--- src/rtl/firmware_boot_loader.sv ---
// -----------------------------------------------------------------------------
// firmware_boot_loader
//
// Boot-time copy engine between the firmware ROM and system RAM. On start it
// reads FW_SIZE bytes from the ROM (waiting ROM_LATENCY cycles per byte),
// writes each byte to RAM at DEST_BASE + index through a write/ready
// handshake, accumulates an 8-bit checksum of the accepted bytes and holds
// the CPU in reset until the whole image has been written.
//
// Ports
//   clk             in   clock, rising-edge active
//   rst             in   asynchronous active-high reset
//   start           in   begins a copy when idle or done (ignored while busy)
//   fw_address      out  ROM byte address (current index)
//   fw_data         in   ROM read data
//   SELECT_firmware out  ROM select, high only while reading
//   ram_address     out  RAM write address
//   ram_data        out  RAM write data
//   ram_write       out  RAM write request
//   ram_ready       in   RAM accepts the write when high with ram_write
//   cpu_reset       out  high until the image is fully loaded
//   busy            out  copy in progress
//   done            out  copy finished
//   checksum        out  mod-256 sum of accepted bytes
// -----------------------------------------------------------------------------
module firmware_boot_loader #(
    parameter int          FW_SIZE     = 16384,
    parameter logic [15:0] DEST_BASE   = 16'h0000,
    parameter int          ROM_LATENCY = 1
) (
    input  logic        clk,
    input  logic        rst,
    input  logic        start,
    output logic [13:0] fw_address,
    input  logic [7:0]  fw_data,
    output logic        SELECT_firmware,
    output logic [15:0] ram_address,
    output logic [7:0]  ram_data,
    output logic        ram_write,
    input  logic        ram_ready,
    output logic        cpu_reset,
    output logic        busy,
    output logic        done,
    output logic [7:0]  checksum
);

    localparam logic [1:0] ST_IDLE  = 2'd0;
    localparam logic [1:0] ST_READ  = 2'd1;
    localparam logic [1:0] ST_WRITE = 2'd2;
    localparam logic [1:0] ST_DONE  = 2'd3;

    localparam logic [2:0]  LAT_LAST = 3'(ROM_LATENCY - 1);
    localparam logic [14:0] IDX_LAST = 15'(FW_SIZE - 1);

    logic [1:0]  r_state;
    logic [14:0] r_index;
    logic [2:0]  r_lat;
    logic [7:0]  r_dreg;

    logic [13:0] r_fw_address;
    logic        r_select;
    logic [15:0] r_ram_address;
    logic [7:0]  r_ram_data;
    logic        r_ram_write;
    logic        r_cpu_reset;
    logic        r_busy;
    logic        r_done;
    logic [7:0]  r_checksum;

    logic [14:0] w_index_next;
    logic [15:0] w_ram_address;

    assign w_index_next  = r_index + 15'd1;
    // Destination wraps naturally in 16 bits.
    assign w_ram_address = DEST_BASE + {1'b0, r_index};

    // Every output is a register; the state machine loads the values the
    // next state needs on the same edge it changes state.
    // NOTE: sequential state uses non-blocking assignments so every register
    // samples pre-edge values regardless of statement order.
    always_ff @(posedge clk or posedge rst) begin
        if (rst) begin
            // NOTE: the reset is asynchronous so an abort mid-copy drops
            // ram_write immediately, before any further edge can accept it.
            r_state       <= ST_IDLE;
            r_index       <= '0;
            r_lat         <= '0;
            r_dreg        <= '0;
            r_fw_address  <= '0;
            r_select      <= 1'b0;
            r_ram_address <= '0;
            r_ram_data    <= '0;
            r_ram_write   <= 1'b0;
            r_cpu_reset   <= 1'b1;
            r_busy        <= 1'b0;
            r_done        <= 1'b0;
            r_checksum    <= '0;
        end else begin
            case (r_state)
                ST_IDLE, ST_DONE: begin
                    if (start) begin
                        r_state      <= ST_READ;
                        r_index      <= '0;
                        r_lat        <= '0;
                        r_checksum   <= '0;
                        r_cpu_reset  <= 1'b1;
                        r_busy       <= 1'b1;
                        r_done       <= 1'b0;
                        r_select     <= 1'b1;
                        r_fw_address <= '0;
                    end
                end

                ST_READ: begin
                    if (r_lat == LAT_LAST) begin
                        // ROM data has settled: capture it and present the write.
                        r_dreg        <= fw_data;
                        r_lat         <= '0;
                        r_state       <= ST_WRITE;
                        r_select      <= 1'b0;
                        r_ram_write   <= 1'b1;
                        r_ram_address <= w_ram_address;
                        r_ram_data    <= fw_data;
                    end else begin
                        r_lat <= r_lat + 3'd1;
                    end
                end

                ST_WRITE: begin
                    if (ram_ready) begin
                        r_checksum    <= r_checksum + r_dreg;
                        r_ram_write   <= 1'b0;
                        r_ram_address <= '0;
                        r_ram_data    <= '0;
                        if (r_index == IDX_LAST) begin
                            r_state     <= ST_DONE;
                            r_busy      <= 1'b0;
                            r_done      <= 1'b1;
                            r_cpu_reset <= 1'b0;
                        end else begin
                            r_index      <= w_index_next;
                            r_state      <= ST_READ;
                            r_select     <= 1'b1;
                            r_fw_address <= w_index_next[13:0];
                        end
                    end
                end

                default: r_state <= ST_IDLE;
            endcase
        end
    end

    assign fw_address      = r_fw_address;
    assign SELECT_firmware = r_select;
    assign ram_address     = r_ram_address;
    assign ram_data        = r_ram_data;
    assign ram_write       = r_ram_write;
    assign cpu_reset       = r_cpu_reset;
    assign busy            = r_busy;
    assign done            = r_done;
    assign checksum        = r_checksum;

endmodule

--- config.mk ---
export PLATFORM = sky130hd
export DESIGN_NAME = firmware_boot_loader
export DESIGN_NICKNAME = d
export VERILOG_FILES = /design/src/rtl/firmware_boot_loader.sv
export SDC_FILE = /design/constraint.sdc
export NUM_CORES = 1
export LEC_CHECK = 0
export CORE_MARGIN = 1.5
export CORE_UTILIZATION = 30
export CTS_CLUSTER_DIAMETER = 60
export DETAILED_ROUTE_END_ITERATION = 8
export MAX_ROUTING_LAYER = met4
export SETUP_SLACK_MARGIN = 0.2
export SYNTH_ARGS = -nofsm -noshare
export SYNTH_HDL_FRONTEND = slang
export SYNTH_SLANG_ARGS = --single-unit
--- constraint.sdc ---
create_clock -name clk -period 2.26 [get_ports clk]
set_input_delay 0.226 -clock clk [delete_from_list [all_inputs] [get_ports clk]]
set_output_delay 0.226 -clock clk [all_outputs]
set_load 0.01 [all_outputs]
# --- After elaboration in Yosys (flattened, before gate mapping) ---
# Cells that the tools add are included.
word_totals:
  word_cells: 79
  in_bits: 12
  reg_bits: 79
  out_inout_bits: 51
classes:
  n_reduce_logical: 14
  n_addsub: 3
  muxes: 40
  n_eq_ne: 9
ops:
  columns: ["op", "n"]
  rows:
  - ["$mux W15", 3]
  - ["$mux W14", 3]
  - ["$mux W16", 2]
  - ["$mux W8", 4]
  - ["$pmux W16 S2", 1]
  - ["$pmux W8 S2", 2]
  - ["$pmux W15 S2", 1]
  - ["$pmux W14 S2", 1]
  - ["$add A15 B1 Y15 const B", 1]
  - ["$eq A15 B14 Y1 const B", 1]
  - ["$reduce_and A4 Y1", 3]
  - ["$mux W1", 11]
  - ["$ne A2 B2 Y1 const B", 5]
  - ["$reduce_and A3 Y1", 3]
  - ["$add A8 B8 Y8", 1]
  - ["$mux W2", 4]
  - ["$mux W3", 2]
  - ["$pmux W1 S2", 3]
  - ["$pmux W2 S3", 1]
  - ["$pmux W3 S2", 1]
  - ["$reduce_bool A2 Y1", 3]
  - ["$eq A2 B2 Y1 const B", 2]
  - ["$reduce_and A2 Y1", 2]
  - ["$add A3 B1 Y3 const B", 1]
  - ["other kinds (5)", 5]

# --- Depth between registers and ports, before layout ---
# Gate-level depths: netlist of the first run.
logic_depth:
  ltp_word: 4
  mapped_depth: 8
  mapped_depth_nobuf: 7

# --- Worst setup path before layout of the first run ---
# No wires, ideal clock.
synth_path:
  kind: "register to register"
  from: "reg r_index[0]"
  to: "reg r_busy (netlist: busy)"
  t_arrival_ns: 1.919
  period_less_slack_ns: 2.050
  t_required_ns: 2.129
  path_buffers: 0
  path_stages_with_launch: 7
  setup_slack_ns: 0.210
  setup_time_ns: 0.131
  cell_sequence: "dfrtp_1 > ha_1 > nand3_2 > or3_1 > or3_4 > or3_4 > o2bb2ai_1"
synth_via:
  elab_chain_cells: 3
synth_rtl:
  columns: ["item", "line", "rtl"]
  rows:
  - ["from (decl)", "56", "logic [14:0] r_index;"]
  - ["from (signal assigned)", "141", "r_index <= w_index_next;"]
  - ["$eq A15 B14 Y1", "135", "if (r_index == IDX_LAST) begin"]
  - ["$ne A2 B2 Y1 (no line)", null, null]
  - ["$reduce_and A4 Y1 (no line)", null, null]
  - ["to (signal assigned)", "95", "r_busy <= 1'b0;"]
  - ["to (signal assigned)", "107", "r_busy <= 1'b1;"]
  - ["to (signal assigned)", "137", "r_busy <= 1'b0;"]
  - ["to (decl)", "66", "logic r_busy;"]
# No other way between the ends.
# A chain may end at the register's enable or synchronous reset.

# --- Worst setup path in the final report of the first run ---
layout_path:
  from: "reg r_checksum[0] (netlist: checksum[0])"
  to: "reg r_checksum[6] (netlist: checksum[6])"
layout_via:
  elab_chain_cells: 3
layout_rtl:
  columns: ["item", "line", "rtl"]
  rows:
  - ["from (decl)", "68", "logic [7:0] r_checksum;"]
  - ["from (signal assigned)", "131", "r_checksum <= r_checksum + r_dreg;"]
  - ["$add A8 B8 Y8", "131", null]
  - ["$mux W8", "130", "if (ram_ready) begin"]
  - ["$pmux W8 S2", "99", "case (r_state)"]
# No other way between the ends. The select of a mux whose other input is x is not followed.

==> summary.txt, run 1 <==
Outcome: finished, final reports clean
R2r worst-path depth: 7
Count of flip-flops with a built-in enable after synthesis: 0
Count of input and output buffers: 61
Number of clock buffers inserted by TritonCTS: 9
Most used standard cell by instance count after synthesis: dfrtp_1
Relative contribution of combinational cells to total power: 46.4%
TritonCTS clock tree: built
Dominant cells by area after synthesis: dfrtp_1 (50%), a22o_1 (7.2%), ha_1 (5.1%), o21ai_0 (4.3%), nand2_1 (3.8%)
Areal power density over the cells: 1200 mW/mm^2
Vias: 2553
Avg Cell Area, Syn: 10.6 um^2
Req. time, crit path: 2500 ps
Max-cap violations: 0
Data arrival time at the worst-slack endpoint: 2230 ps
PnR worst setup slack: 270 ps
Unique masters post-synth: 46
Detailed Route Iter0 Violations: 105
Final net count: 399
Area used by sequential logic in the layout: 0.00160 mm^2
Netlist Area Pre-Place: 0.00317 mm^2
Global Route met3 Usage: 3.65%
Placeable core region: 0.0103 mm^2
Clk Tree Root Cell: clkbuf_8
Number of synthesized register bits: 64
Synthesis-to-layout area growth: 36.6%
Sw power: 1.86 mW
Maximum achievable frequency: 0.502 GHz
CTS max path bufs: 2
Gpl congestion: 0.846
Max-slew violation total from the final report: 0
Post-layout instance area: 0.00433 mm^2
Number of placement rows: 37
Worst setup path class: reg2reg
Vias per Instance: 4.97
Worst-case vdd ir drop: 0.468 mV
R2R Path Start: checksum[0]$_DFFE_PP0P_
Startpoint kind of the worst setup timing path: flip-flop
Largest fanout on the critical path: 3
Antenna Cells: 0
Area taken by multi-input logic gates: 0.00145 mm^2
Share of the cycle needed by the critical path after routing: 88.1%
Remaining design rule violation count: 0
Number of ports placed on the die boundary: 63
Full die area: 0.0112 mm^2
CTS H-tree depth: 3
Final hold slack: 262 ps
Layer with the highest usage after global routing: met2
Share of total power in sequential cells: 30.5%
Number of nets still failing antenna checks after routing: 0
Summed negative setup slack over all endpoints: 0 ps
Slew of the pin with the lowest slew margin: 548 ps
Wire length per cell: 15.1 um
Setup Slack @ Placement: 142 ps
Critical path capture point type: flip-flop
Number of iterations in the first detailed-routing pass: 4
RSZ-0062 raised after global routing: yes
GR Util met1: 18.1%
Via count of the first global-routing pass: 2551
Initial Utilization: 30.8%
Number of non-filler instances in the completed layout: 514
Net count after synthesis: 325
Wire length of the first global-routing pass: 12700 um
Cell internal power dissipation: 3.32 mW
Portion of the post-synthesis area used by sequential elements: 50.6%
Total of fill cells in the finished design: 1002
CTS sink count: 64
Chip Height: 106 um
Maximum number of pins on one net before global-route repair: 65
Clock Skew: 6.04 ps
Horizontal extent of the die: 106 um
Hold Path Class: in2async
Initial antenna violation count: 0
Gr usage total: 14.9%
Leakage dissipation: 1.89 nW
Clock-pin slew on the worst setup and hold paths: 70 ps
Shortest clock period the worst path allows after layout: 1990 ps
Main synth FF type: dfrtp_1
Share of power burned in the clock network: 23.1%
Post-synth ARST share: 100%
Placed wire-length estimate: 5330 um
Post-placement cell area: 0.00399 mm^2
Final Setup Violations: 0
Overflow left after global routing: 0
Area share of the largest cell type after synthesis: 49.7%
Final wirelength: 7760 um
Sw Share: 35.8%
Number of synthesis warnings: 0
First element of the critical path: checksum[0]$_DFFE_PP0P_
Cell type contributing the most total cell area after synthesis: dfrtp_1
Worst-skew pair later-pin latency: 350 ps
Hold Violations, Final: 0
Synthesized netlist cell count: 299
Ratio of cells with drive above 1 in the final layout: 18.0%
Leading cell types by count after synthesis: dfrtp_1 (63), nand2_1 (32), o21ai_0 (27)
GR met2 Demand/Resource: 23.5%
Placed Cells: 492
Tightest slew margin relative to the limit: 63.2%
layout make-up:
| type | count | area share, % |
|---|---|---|
| tap | 136 | 3.93 |
| inverter | 8 | 0.693 |
| clock inverter | 3 | 2.08 |
| multi-input combinational | 203 | 33.5 |
| sequential | 64 | 37.0 |
| clock buffer | 13 | 3.44 |
| timing repair buffer | 87 | 19.4 |
power by group through the flow:
stage / clock network, mW / registers, mW / logic (mW)
2_1_floorplan: 0 / 1.63 / 1.28
3_3_place_gp: 0 / 1.59 / 2.14
3_5_place_dp: 0 / 1.60 / 2.17
4_1_cts: 1.23 / 1.58 / 2.24
5_1_grt: 1.29 / 1.62 / 2.65
6_report: 1.20 / 1.58 / 2.40
critical path, cell delays in order (launching register included):
cell and delay [ps]:
dfrtp_1 400, ha_1 230, fa_2 380, a211oi_2 280, o21bai_1 130, a21oi_1 190
xnor2_1 80, a22o_1 190
logic make-up after synthesis:
group	count (synthesis)	share of synthesized area (%)
xor+xnor	3	0.829
buf+inv	33	5.72
other cells	1	0.118
flops	64	50.6
fa+ha+maj	14	5.76
compound gates	99	22.0
mux	9	3.20
simple gates	76	11.8
worst paths after layout:
check	end	slack, ps
setup / recovery	checksum[6]$_DFFE_PP0P_	270
setup reg to reg	checksum[6]$_DFFE_PP0P_	270
hold / removal	ram_address[3]$_DFFE_PP0P_	260
hold reg to reg	ram_write$_DFFE_PP0P_	490
min in group clk	ram_write$_DFFE_PP0P_	490
max in group asynchronous	cpu_reset$_DFFE_PP1P_	1680
layer usage:
layer | routed length (um) | up-vias
met4 | 187 | 0
met1 | 3530 | 1252
li1 | - | 1234
met2 | 3760 | 52
met5 | 0 | -
met3 | 287 | 15
registers in the layout, summed over array words and instances, names as in the netlist:
signal and count:
checksum 8, SELECT_firmware 1, r_state 2, cpu_reset 1
r_dreg 8, r_index 15, ram_data 8, ram_address 15
done 1, busy 1, ram_write 1, r_lat 3
cells in the final DEF (no fill, tap or decap), drive strengths merged, types with 2 or more instances in the layout:
cell / n
a211o: 3
a211oi: 2
a21boi: 2
a21o: 6
a21oi: 10
a22o: 26
a31oi: 2
and2: 4
and3: 2
buf: 26
bufinv: 3
clkbuf: 13
clkdlybuf4s50: 61
dfrtp: 63
ha: 13
inv: 8
mux2: 9
nand2: 32
nand2b: 2
nand3: 4
nand4: 4
nor2: 12
nor2b: 3
nor3: 5
nor4: 2
o211ai: 3
o21ai: 29
o2bb2ai: 2
o31a: 2
o31ai: 6
o41ai: 4
or3: 4
xnor2: 3
metrics by stage:
stage                     total power, mW  util (%)
after global routing                 5.55      42.1
after floorplan                      2.92         -
after global placement               3.73      38.8
final                                5.18      42.1
after detailed placement             3.77      38.8
after CTS                            5.04      41.4
repair_timing:
action	4_1_cts	5_1_grt
buffers inserted	1	4
pin swaps	0	4
hold endpoints to repair	0	0
hold buffers	0	0
gates cloned	0	1
resized for setup	6	10
endpoints found under the setup margin	17	19
No activity file was read; power rests on OpenSTA's default activity.
==> inputs of run 2 (changes only) <==
--- a/config.mk
+++ b/config.mk
@@ -5,6 +5,7 @@
 export SDC_FILE = /design/constraint.sdc
 export NUM_CORES = 1
 export LEC_CHECK = 0
+export CAP_MARGIN = 40
 export CORE_MARGIN = 1.5
 export CORE_UTILIZATION = 30
 export CTS_CLUSTER_DIAMETER = 60
==> results of run 2 <==
Final layout, timing and power as in run 1 (identical DEF).
